`src/rtl/edge_pkg.sv`:
```
// Shared types for the edge event bank: the per-channel edge mode encoding
// and the helper that decides whether a level change is reportable.
package edge_pkg;

  typedef enum logic [1:0] {
    EDGE_OFF  = 2'b00,
    EDGE_RISE = 2'b01,
    EDGE_FALL = 2'b10,
    EDGE_BOTH = 2'b11
  } edge_mode_e;

  function automatic logic edge_match(input edge_mode_e mode, input logic rising);
    case (mode)
      EDGE_RISE: return rising;
      EDGE_FALL: return !rising;
      EDGE_BOTH: return 1'b1;
      default:   return 1'b0;
    endcase
  endfunction

endpackage

```
`src/rtl/edge_chan.sv`:
```
// One input channel: synchroniser chain, optional debounce filter
// (EDGE_DEBOUNCE_EN), edge detect, one-cycle pulse and sticky pending flag.
module edge_chan
  import edge_pkg::*;
#(
  parameter int SYNC_STG = 2,
  parameter int DB_CYC   = 4
) (
  input  logic       clk,
  input  logic       rst,
  input  logic       in,
  input  edge_mode_e mode,
  input  logic       clr,
  output logic       out,
  output logic       en,
  output logic       pend
);

  logic [SYNC_STG-1:0] sync_q, sync_d;
  logic                lvl_q, lvl_d;
  logic                en_q, en_d;
  logic                pend_q, pend_d;
  logic                s;
  logic                change;

  always_comb begin
    sync_d    = sync_q;
    sync_d[0] = in;
    for (int i = 1; i < SYNC_STG; i++) begin
      sync_d[i] = sync_q[i-1];
    end
  end

  assign s = sync_q[SYNC_STG-1];

`ifdef EDGE_DEBOUNCE_EN
  localparam int             DBW     = $clog2(DB_CYC) + 1;
  localparam logic [DBW-1:0] DB_LAST = DBW'(DB_CYC - 1);
  localparam logic [DBW-1:0] DB_ONE  = DBW'(1);

  logic [DBW-1:0] dbc_q, dbc_d;

  // The level only moves once s has disagreed with it for DB_CYC evaluations.
  always_comb begin
    dbc_d  = '0;
    change = 1'b0;
    if (s != lvl_q) begin
      if (dbc_q == DB_LAST) begin
        change = 1'b1;
      end else begin
        dbc_d = dbc_q + DB_ONE;
      end
    end
  end

  always_ff @(posedge clk) begin
    if (rst) begin
      dbc_q <= '0;
    end else begin
      dbc_q <= dbc_d;
    end
  end
`else
  // DB_CYC has no effect when the filter is compiled out.
  assign change = (s != lvl_q) && (DB_CYC >= 1);
`endif

  always_comb begin
    lvl_d  = change ? s : lvl_q;
    en_d   = change && edge_match(mode, s);
    pend_d = en_d || (pend_q && !clr);
  end

  always_ff @(posedge clk) begin
    if (rst) begin
      sync_q <= '0;
      lvl_q  <= 1'b0;
      en_q   <= 1'b0;
      pend_q <= 1'b0;
    end else begin
      sync_q <= sync_d;
      lvl_q  <= lvl_d;
      en_q   <= en_d;
      pend_q <= pend_d;
    end
  end

  assign out  = lvl_q;
  assign en   = en_q;
  assign pend = pend_q;

endmodule

```
`src/rtl/edge_event_bank.sv`:
```
// Bank of CH independent edge_chan instances plus the shared interrupt line.
// Debounce filtering is compiled in with EDGE_DEBOUNCE_EN.
module edge_event_bank
  import edge_pkg::*;
#(
  parameter int CH       = 4,
  parameter int SYNC_STG = 2,
  parameter int DB_CYC   = 4
) (
  input  logic            clk,
  input  logic            rst,
  input  logic [CH-1:0]   in,
  input  logic [2*CH-1:0] mode,
  input  logic [CH-1:0]   clr,
  output logic [CH-1:0]   out,
  output logic [CH-1:0]   en,
  output logic [CH-1:0]   pend,
  output logic            irq
);

  for (genvar i = 0; i < CH; i++) begin : g_chan
    edge_chan #(
      .SYNC_STG (SYNC_STG),
      .DB_CYC   (DB_CYC)
    ) u_chan (
      .clk  (clk),
      .rst  (rst),
      .in   (in[i]),
      .mode (edge_mode_e'(mode[2*i +: 2])),
      .clr  (clr[i]),
      .out  (out[i]),
      .en   (en[i]),
      .pend (pend[i])
    );
  end

  assign irq = |pend;

endmodule

```
`config.mk`:
```
export PLATFORM = sky130hd
export DESIGN_NAME = edge_event_bank
export DESIGN_NICKNAME = d
export VERILOG_FILES = /design/src/rtl/edge_pkg.sv /design/src/rtl/edge_chan.sv /design/src/rtl/edge_event_bank.sv
export SDC_FILE = /design/constraint.sdc
export NUM_CORES = 1
export LEC_CHECK = 0
export ABC_AREA = 1
export BUFFER_PORTS_ARGS = -buffer_cell sky130_fd_sc_hd__buf_4
export CAP_MARGIN = 20
export CORE_MARGIN = 10
export CORE_UTILIZATION = 40
export DETAILED_ROUTE_END_ITERATION = 10
export MAX_ROUTING_LAYER = met4
export PLACE_DENSITY = 0.68
export SKIP_LAST_GASP = 1
export SLEW_MARGIN = 20
export SYNTH_ARGS = -nofsm -noshare
export SYNTH_HDL_FRONTEND = slang
export SYNTH_SLANG_ARGS = --single-unit
```
`constraint.sdc`:
```
create_clock -name clk -period 0.8 [get_ports clk]
set_input_delay 0.16 -clock clk [delete_from_list [all_inputs] [get_ports clk]]
set_output_delay 0.16 -clock clk [all_outputs]
set_load 0.01 [all_outputs]
```
Yosys cells after proc, flatten, opt, wreduce, memory -nomap -nowiden --
Index checks and enable logic that the tools add are counted.
Storage, ports and cells: bits in writable memories 0, ROM bits 0, bits in latches 0, output and inout bits 13, word-level logic and storage cells 57, input bits 18, register bits after elaboration 20, memories 0
Cells by class: add/subtract/negate cells 0, bitwise logic cells 0, order comparisons 0, multiplexer cells 4, div/mod/pow operators 0, shift operators 0, multiply operators 0, reduce and logical (&&, ||, !) cells 21, equality and inequality tests 16
Operators by type and width (count):
- equality test 2 bit, second input constant | 8
- case mux 1 bit (3 select lines) | 4
- equality test 2 x 1 -> 1 bit, second input constant | 4
- logical AND 1 bit | 8
- zero test 1 bit | 8
- logical OR 1 bit | 4
- != test 1 bit | 4
- OR reduction 4 bit | 1

Logic depth before layout (Yosys ltp) --
Gate-level depths: netlist (run 1).
depth after elaboration 4, mapped depth 5, depth with buffers taken out 5

By module --
A second synthesis (run 1) with hierarchy kept.
Unflattened totals: cell total of the unflattened synthesis 83, area, all modules 661.9 sq um
Modules (own cells, without submodules):
- edge_chan | seq. area each 100.1 sq um, area each 162.7 sq um, instances 4, cells each 20
- edge_event_bank | seq. area each 0.0 sq um, area each 11.3 sq um, instances 1, cells each 3

Least setup slack after synthesis (run 1) --
No wires, ideal clock.
kind register to register, start register g_chan[0].u_chan.lvl_q, end register g_chan[0].u_chan.pend_q, setup time 114 ps, stages on the path, launching flop included 6, slack 130 ps, data arrival time 557 ps, period minus slack after synthesis 670 ps, buffers on the path 0, data required time 686 ps, path through dfxtp_1 inv_1 nand3_1 nand2_1 nand2_1 nand2_1
Between the ends: longest elaborated chain between the ends 3
RTL lines:
- start, declared | line edge_chan.sv:20 | logic lvl_q, lvl_d;
- start signal, assigned | line edge_chan.sv:82 | lvl_q <= lvl_d;
- != test 1 bit | line edge_chan.sv:65 | assign change = (s != lvl_q) && (DB_CYC >= 1);
- logical AND 1 bit | line edge_chan.sv:70 | en_d = change && edge_match(mode, s);
- logical OR 1 bit | line edge_chan.sv:71 | pend_d = en_d || (pend_q && !clr);
- end signal, assigned | line edge_chan.sv:84 | pend_q <= pend_d;
- end, declared | line edge_chan.sv:22 | logic pend_q, pend_d;
No other way between the ends. A chain may end at the register's enable or synchronous reset.

Final worst setup path (run 1) --
start register g_chan[3].u_chan.pend_q, end output port irq
Between the ends: longest elaborated chain between the ends 1
RTL lines:
- start, declared | line edge_chan.sv:22
- start signal, assigned | line edge_chan.sv:84
- OR reduction 4 bit | line edge_event_bank.sv:37 | assign irq = |pend;
- end, declared | line edge_event_bank.sv:18 | output logic irq
No other way between the ends.

==> results of run 1 <==
how the worst min path moves through the flow:
stage	start	endpoint	slack (ps)
finish	in[2]	g_chan[2].u_chan.sync_q[0]$_SDFF_PP0_	60
global route	in[2]	g_chan[2].u_chan.sync_q[0]$_SDFF_PP0_	50
CTS	in[2]	g_chan[2].u_chan.sync_q[0]$_SDFF_PP0_	50
global placement	in[1]	g_chan[1].u_chan.sync_q[0]$_SDFF_PP0_	360
detailed placement	in[2]	g_chan[2].u_chan.sync_q[0]$_SDFF_PP0_	370
floorplan	rst	g_chan[3].u_chan.sync_q[1]$_SDFF_PP0_	230
what timing repair did:
action / 4_1_cts / 5_1_grt
endpoints found under the setup margin: 13 / 21
pin swaps: 0 / 6
gates resized for setup: 19 / 35
setup buffers: 6 / 1
gates cloned: 0 / 0
report_power, final:
part	internal [mW]	switching [mW]	total, mW	leakage, nW
Sequential	1.04	0.0195	1.05	0.169
Clock	0.506	0.300	0.805	0.0279
Combinational	0.131	0.0957	0.227	0.395
Total	1.67	0.415	2.09	0.592
sequential cells by signal, summed over array words and instances, names as in the netlist:
register	count
g_chan.u_chan.sync_q	8
g_chan.u_chan.en	4
g_chan.u_chan.out	4
g_chan.u_chan.pend	4
area by class of cell:
| type | instances | area (sq um) |
|---|---|---|
| Inverter | 25 | 96.3 |
| Timing Repair Buffer | 37 | 334 |
| Clock inverter | 1 | 30.0 |
| Tap cell | 25 | 31.3 |
| Multi-Input combinational cell | 41 | 226 |
| Fill cell | 149 | 608 |
| Sequential cell | 20 | 415 |
| Clock buffer | 3 | 22.5 |
per-layer routing:
metal	track usage [%]	vias to the layer above	part of all wire, %
met4	4.10	0	1.0
met2	15.8	16	54
met5	-	-	0
met1	7.26	280	40
met3	2.65	2	5.0
li1	-	326	-
placed cells by master (no fill, tap or decap):
master and n:
inv_1 14, nand3_2 8, dfxtp_2 12, buf_6 15
dfxtp_1 8, inv_2 10, nand2_1 9, nand2_2 7
inv_4 1, nand4_1 1, clkbuf_4 3, buf_4 22
nor2_1 15, bufinv_16 1, nor2_2 1
cells by family (layout without fill, tap and decap cells):
logic type    count (synthesis)  count (layout)  share of synthesized area, %
simple gates                 41              41                          21.9
buf+inv                      38              66                          25.2
flops                        20              20                          52.8
metrics by stage:
| stage | total power, mW | std cells | hold WS (ps) | area [sq um] |
|---|---|---|---|---|
| 5_1_grt | 2.18 | 152 | 54.8 | 1160 |
| 2_1_floorplan | 1.16 | 99 | 231 | 758 |
| 3_5_place_dp | 1.25 | 141 | 367 | 917 |
| 3_3_place_gp | 1.24 | 141 | 358 | 917 |
| 6_report | 2.09 | 152 | 58.1 | 1160 |
| 4_1_cts | 2.08 | 151 | 48.6 | 1060 |
worst register-to-register path, stage by stage, from the launching register on:
cell     delay, ps
dfxtp_2        360
buf_6          100
inv_2           30
nand3_2         50
nand2_2         50
nand2_2         60
nand2_1         50
==> run_results.csv, run 1 <==
group,metric,value,unit
critical_path,arrival,920,ps
critical_path,worst_setup_path_end_kind,"output pin",
floorplanning,die-area,4040,sq um
global_routing,grt_pass1_wl,2.72,mm
floorplanning,initial_core_util,43.0,%
cts,tritoncts.num_buffers,3,
critical_path,path_depth,3,
critical_path,regToRegStartpoint,"g_chan[3].u_chan.out$_SDFFE_PP0P_",
critical_path,r2r_slack,0,ps
yosys,async_flop_share,0,%
critical_path,cp.required,640,ps
cells_and_area,diodes,0,
drt,drc,0,
yosys,synth_area,758,sq um
global_routing,antenna_found_initial,0,
drt,drtIter0Drc,11,
yosys,netlist_top_cells_area,"dfxtp_1, buf_4, inv_1, nand2_1, nor2_1",
hold_path,min_path_cells,3,
yosys,synth_top_area_cell,"dfxtp_1",
critical_path,cpLargestDelayFamily,"flip-flops",
global_routing,grt.overflow.total,0,
critical_path,reg2reg_to,"g_chan[3].u_chan.pend$_SDFF_PP0_",
timing,min_period,1080,ps
pwr,peakVddDrop,1.09,mV
critical_path,criticalPathCategory,"reg2out",
yosys,ys_seq_area_share,52.8,%
cts,hold_buffers,0,
yosys,yosysWarnings,0,
critical_path,cp-startpoint,"g_chan[3].u_chan.pend$_SDFF_PP0_",
drt,num_vias,624,
timing,fin_skew,3.85,ps
critical_path,crit_chain,"inv_2 -> nand4_1 -> buf_4",
timing,finalMaxSlewViolations,0,
cells_and_area,layout-drive-gt1-share,63.0,%
timing,finalCritPeriodShare,135,%
drt,first_pass_iters,2,
floorplanning,die_width,63.5,um
yosys,yosysMostFrequentCell,"inv_1",
timing,fin_setup_tns,-1670,ps
timing,setup_viol,13,
status,status,"finished with violations",
timing,tightestPinTransition,158,ps
critical_path,cp_max_fo,2,
critical_path,slowest_delay,340,ps
pwr,p_leak,0.592,nW
placed_design,port_buffers,30,
cts,htreeDepth,1,
drt,wire_per_inst,10.8,um
cells_and_area,fin_nets,146,
yosys,synth_top_area_share,52.8,%
cts,clock_sinks,20,
placed_design,hpwl,1.14,mm
drt,antenna_left,0,
drt,routed_via_density,4.11,
critical_path,crit_end,"irq",
yosys,ys.flop_type,"dfxtp_1",
global_routing,grt_pass1_vias,639,
status,violations,"negative setup slack",
hold_path,hp-class,"in2reg",
yosys,synthTopCellsByCount,"inv_1, dfxtp_1, nand2_1, nor2_1, buf_4",
global_routing,grt_usage,8.38,%
timing,slew_headroom,89.5,%
floorplanning,io-pin-count,31,
global_routing,grt_max_degree,14,
flow_run,maxCapViolations,0,
timing,finalHoldViolCount,0,
floorplanning,die_h,63.5,um
floorplanning,core_area,1760,sq um
critical_path,reg2reg_depth,6,
yosys,syn_area_per_cell,7.66,sq um
yosys,syn_nets,117,
timing,rsz0062_at_grt,"yes",
yosys,ys_seq_elements,20,
floorplanning,num_rows,15,
placed_design,gp_congestion,0.733,
drt,finalWirelength,1.64,mm
cells_and_area,areaGrowthSynthToFinish,52.5,%
cts,root_buffer,"clkbuf_4",
yosys,synth_edf_count,0,
timing,max_freq,928,MHz
critical_path,critPathSlowestCell,"dfxtp_2",
cells_and_area,fin_util,65.5,%
critical_path,start_kind,"register",
placed_design,pre_cts_ws,41.0,ps
cts,cts_tree,"done",
pwr,power_density,1810,nW/um^2
critical_path,cp_num_buf_inv,2,
cts,clock_latency,290,ps
yosys,yosysUniqueCellTypes,8,
timing,fin_ws,-278,ps
yosys,synth_cells,99,
cts,clockBufferDepth,2,
cts,cts.clk_slew.worst_paths,110,ps
Note: power is estimated with default switching activity, not from simulation.
==> run 2: changes to the inputs <==
--- a/config.mk
+++ b/config.mk
@@ -8,11 +8,14 @@
 export ABC_AREA = 1
 export BUFFER_PORTS_ARGS = -buffer_cell sky130_fd_sc_hd__buf_4
 export CAP_MARGIN = 20
+export CELL_PAD_IN_SITES_DETAIL_PLACEMENT = 1
+export CELL_PAD_IN_SITES_GLOBAL_PLACEMENT = 2
 export CORE_MARGIN = 10
-export CORE_UTILIZATION = 40
+export CORE_UTILIZATION = 24
+export CTS_BUF_LIST = sky130_fd_sc_hd__clkbuf_16
 export DETAILED_ROUTE_END_ITERATION = 10
 export MAX_ROUTING_LAYER = met4
-export PLACE_DENSITY = 0.68
+export PLACE_DENSITY_LB_ADDON = 0.1
 export SKIP_LAST_GASP = 1
 export SLEW_MARGIN = 20
 export SYNTH_ARGS = -nofsm -noshare
==> run 2 against run 1 <==
  * The flow still finishes with violations (negative setup slack)
  * Hold slack gained 50 ps
  * Combinational power is essentially flat
  * Via count grew 3.7%
  * Register-to-register slack lost 170 ps
  * Largest power group unchanged
  * Highest routed layer unchanged
==> run_results.csv, run 2 (synthesis gave the netlist of run 1 again) <==
group,metric,value,unit
placed_design,gp_congestion,0.727,
drt,antenna_left,0,
hold_path,hp-class,"in2reg",
drt,drtIter0Drc,9,
timing,setup_viol,14,
pwr,power_density,1910,nW/um^2
status,violations,"negative setup slack",
drt,routed_via_density,3.76,
pwr,peakVddDrop,0.624,mV
cts,htreeDepth,1,
cts,tritoncts.num_buffers,3,
global_routing,grt_usage,6.43,%
floorplanning,die_width,76.2,um
timing,rsz0062_at_grt,"yes",
critical_path,regToRegStartpoint,"g_chan[3].u_chan.pend$_SDFF_PP0_",
cts,clock_latency,250,ps
critical_path,start_kind,"register",
drt,drc,0,
cts,hold_buffers,0,
timing,finalMaxSlewViolations,0,
cells_and_area,largest_register_ffs,8,
status,status,"finished with violations",
floorplanning,num_rows,20,
cts,cts_tree,"done",
timing,fin_setup_tns,-1040,ps
global_routing,grt_max_degree,14,
floorplanning,core_area,3030,sq um
floorplanning,initial_core_util,25.0,%
critical_path,cpLargestDelayFamily,"flip-flops",
global_routing,grt.overflow.total,0,
critical_path,crit_chain,"inv_2 -> nand4_1 -> buf_4",
cells_and_area,areaGrowthSynthToFinish,59.2,%
cells_and_area,diodes,0,
flow_run,maxCapViolations,0,
placed_design,port_buffers,30,
cells_and_area,final_cell_area,1210,sq um
timing,fin_skew,3.45,ps
drt,finalWirelength,1.82,mm
critical_path,worst_setup_path_end_kind,"output pin",
cells_and_area,fin_nets,147,
cts,root_buffer,"clkbuf_16",
global_routing,grt_pass1_vias,634,
critical_path,reg2reg_depth,7,
cts,clock_sinks,20,
cts,cts.clk_slew.worst_paths,60,ps
drt,num_vias,647,
pwr,totalPowerFinal,2.31,mW
cells_and_area,final_common_cell,"buf_4",
global_routing,grt_pass1_wl,2.87,mm
timing,tightestPinTransition,156,ps
hold_path,worstHoldEndpoint,"g_chan[3].u_chan.sync_q[0]$_SDFF_PP0_",
critical_path,criticalPathCategory,"reg2out",
drt,first_pass_iters,2,
timing,finalHoldViolCount,0,
pwr,p_leak,0.604,nW
cells_and_area,fin_cells,172,
hold_path,holdCritStartpoint,"in[3]",
placed_design,dp_cells,160,
placed_design,hpwl,1.36,mm
drt,wire_per_inst,10.6,um
hold_path,min_path_cells,3,
critical_path,reg2reg_to,"g_chan[3].u_chan.pend$_SDFF_PP0_",
placed_design,dpl-instance-area,941,sq um
cells_and_area,regMostFlops,"g_chan.u_chan.sync_q",
cells_and_area,layout-drive-gt1-share,61.7,%
timing,slew_headroom,89.6,%
timing,finalCritPeriodShare,126,%
floorplanning,die_h,76.2,um
cells_and_area,mostFrequentLayoutCells,"buf_4, buf_6, nor2_1, inv_1",
critical_path,slowest_delay,320,ps
critical_path,critPathSlowestCell,"dfxtp_2",
critical_path,cp.required,640,ps
critical_path,r2r_slack,-170,ps
timing,max_freq,990,MHz
cts,clockBufferDepth,2,
floorplanning,die-area,5810,sq um
timing,fin_ws,-210,ps
critical_path,cp_num_buf_inv,2,
global_routing,antenna_found_initial,0,
timing,min_period,1010,ps
floorplanning,io-pin-count,31,
critical_path,arrival,850,ps
critical_path,cp_max_fo,2,
[run 2: cell count changes in the layout (fill, tap and decap cells not counted)]
cell / before / now
inv_4: 1 / 0
bufinv_16: 1 / 0
nand3_1: 0 / 1
clkbuf_16: 0 / 3
clkinv_1: 0 / 1
nand3_2: 8 / 7
inv_1: 14 / 13
inv_2: 10 / 12
nand2_2: 7 / 6
nand2_1: 9 / 10
buf_6: 15 / 16
clkbuf_4: 3 / 0
[run 2: timing repair]
action                                  in CTS  in global routing
resized for setup                           26                 27
pin swaps                                    1                  5
endpoints found under the setup margin      13                 21
buffers inserted                             8                  0
[run 2: cell type report]
cell class,instances,area (sq um)
Tap cell,44,55.1
Fill cell,354,1820
Clock buffer,3,75.1
Inverter,25,93.8
Multi-Input combinational cell,41,219
Timing Repair Buffer,38,345
Clock inverter,1,3.75
Sequential cell,20,415
[run 2: tightest hold or removal path, stage by stage]
cell and delay, ps:
buf_4 80, inv_1 30, nor2_1 60
[run 2: per-layer routing]
layer  share of wire (%)  global-route usage, %  up-vias
met5                   0                      -        -
li1                    -                      -      331
met2                  46                   9.78       21
met1                  47                   7.15      290
met3                 4.6                   2.12        5
met4                 2.0                   3.90        0
[run 2: stage by stage]
| stage | hold WS (ps) | util, % | setup WS, ps |
|---|---|---|---|
| finish | 108 | 39.9 | -210 |
| global route | 111 | 39.9 | -246 |
| CTS | 109 | 37.5 | -216 |
| detailed placement | 370 | 31.1 | 37.6 |
| global placement | 359 | 31.1 | 45.6 |
| floorplan | 231 | - | 130 |
[run 2: worst max-delay path by stage]
stage                                      startpoint                               end  slack, ps  depth (start not counted)
floorplan           g_chan[0].u_chan.out$_SDFFE_PP0P_  g_chan[0].u_chan.pend$_SDFF_PP0_        130                          5
global placement     g_chan[3].u_chan.pend$_SDFF_PP0_                               irq         50                          3
detailed placement   g_chan[2].u_chan.pend$_SDFF_PP0_                               irq         40                          3
CTS                  g_chan[0].u_chan.pend$_SDFF_PP0_                               irq       -220                          3
global route         g_chan[0].u_chan.pend$_SDFF_PP0_                               irq       -250                          3
finish               g_chan[2].u_chan.pend$_SDFF_PP0_                               irq       -210                          3
[run 2: power breakdown]
group          switching, mW  total (mW)  internal, mW
clock                  0.357        1.02         0.665
sequential            0.0204        1.06          1.04
combinational         0.0958       0.229         0.134
total                  0.473        2.31          1.84
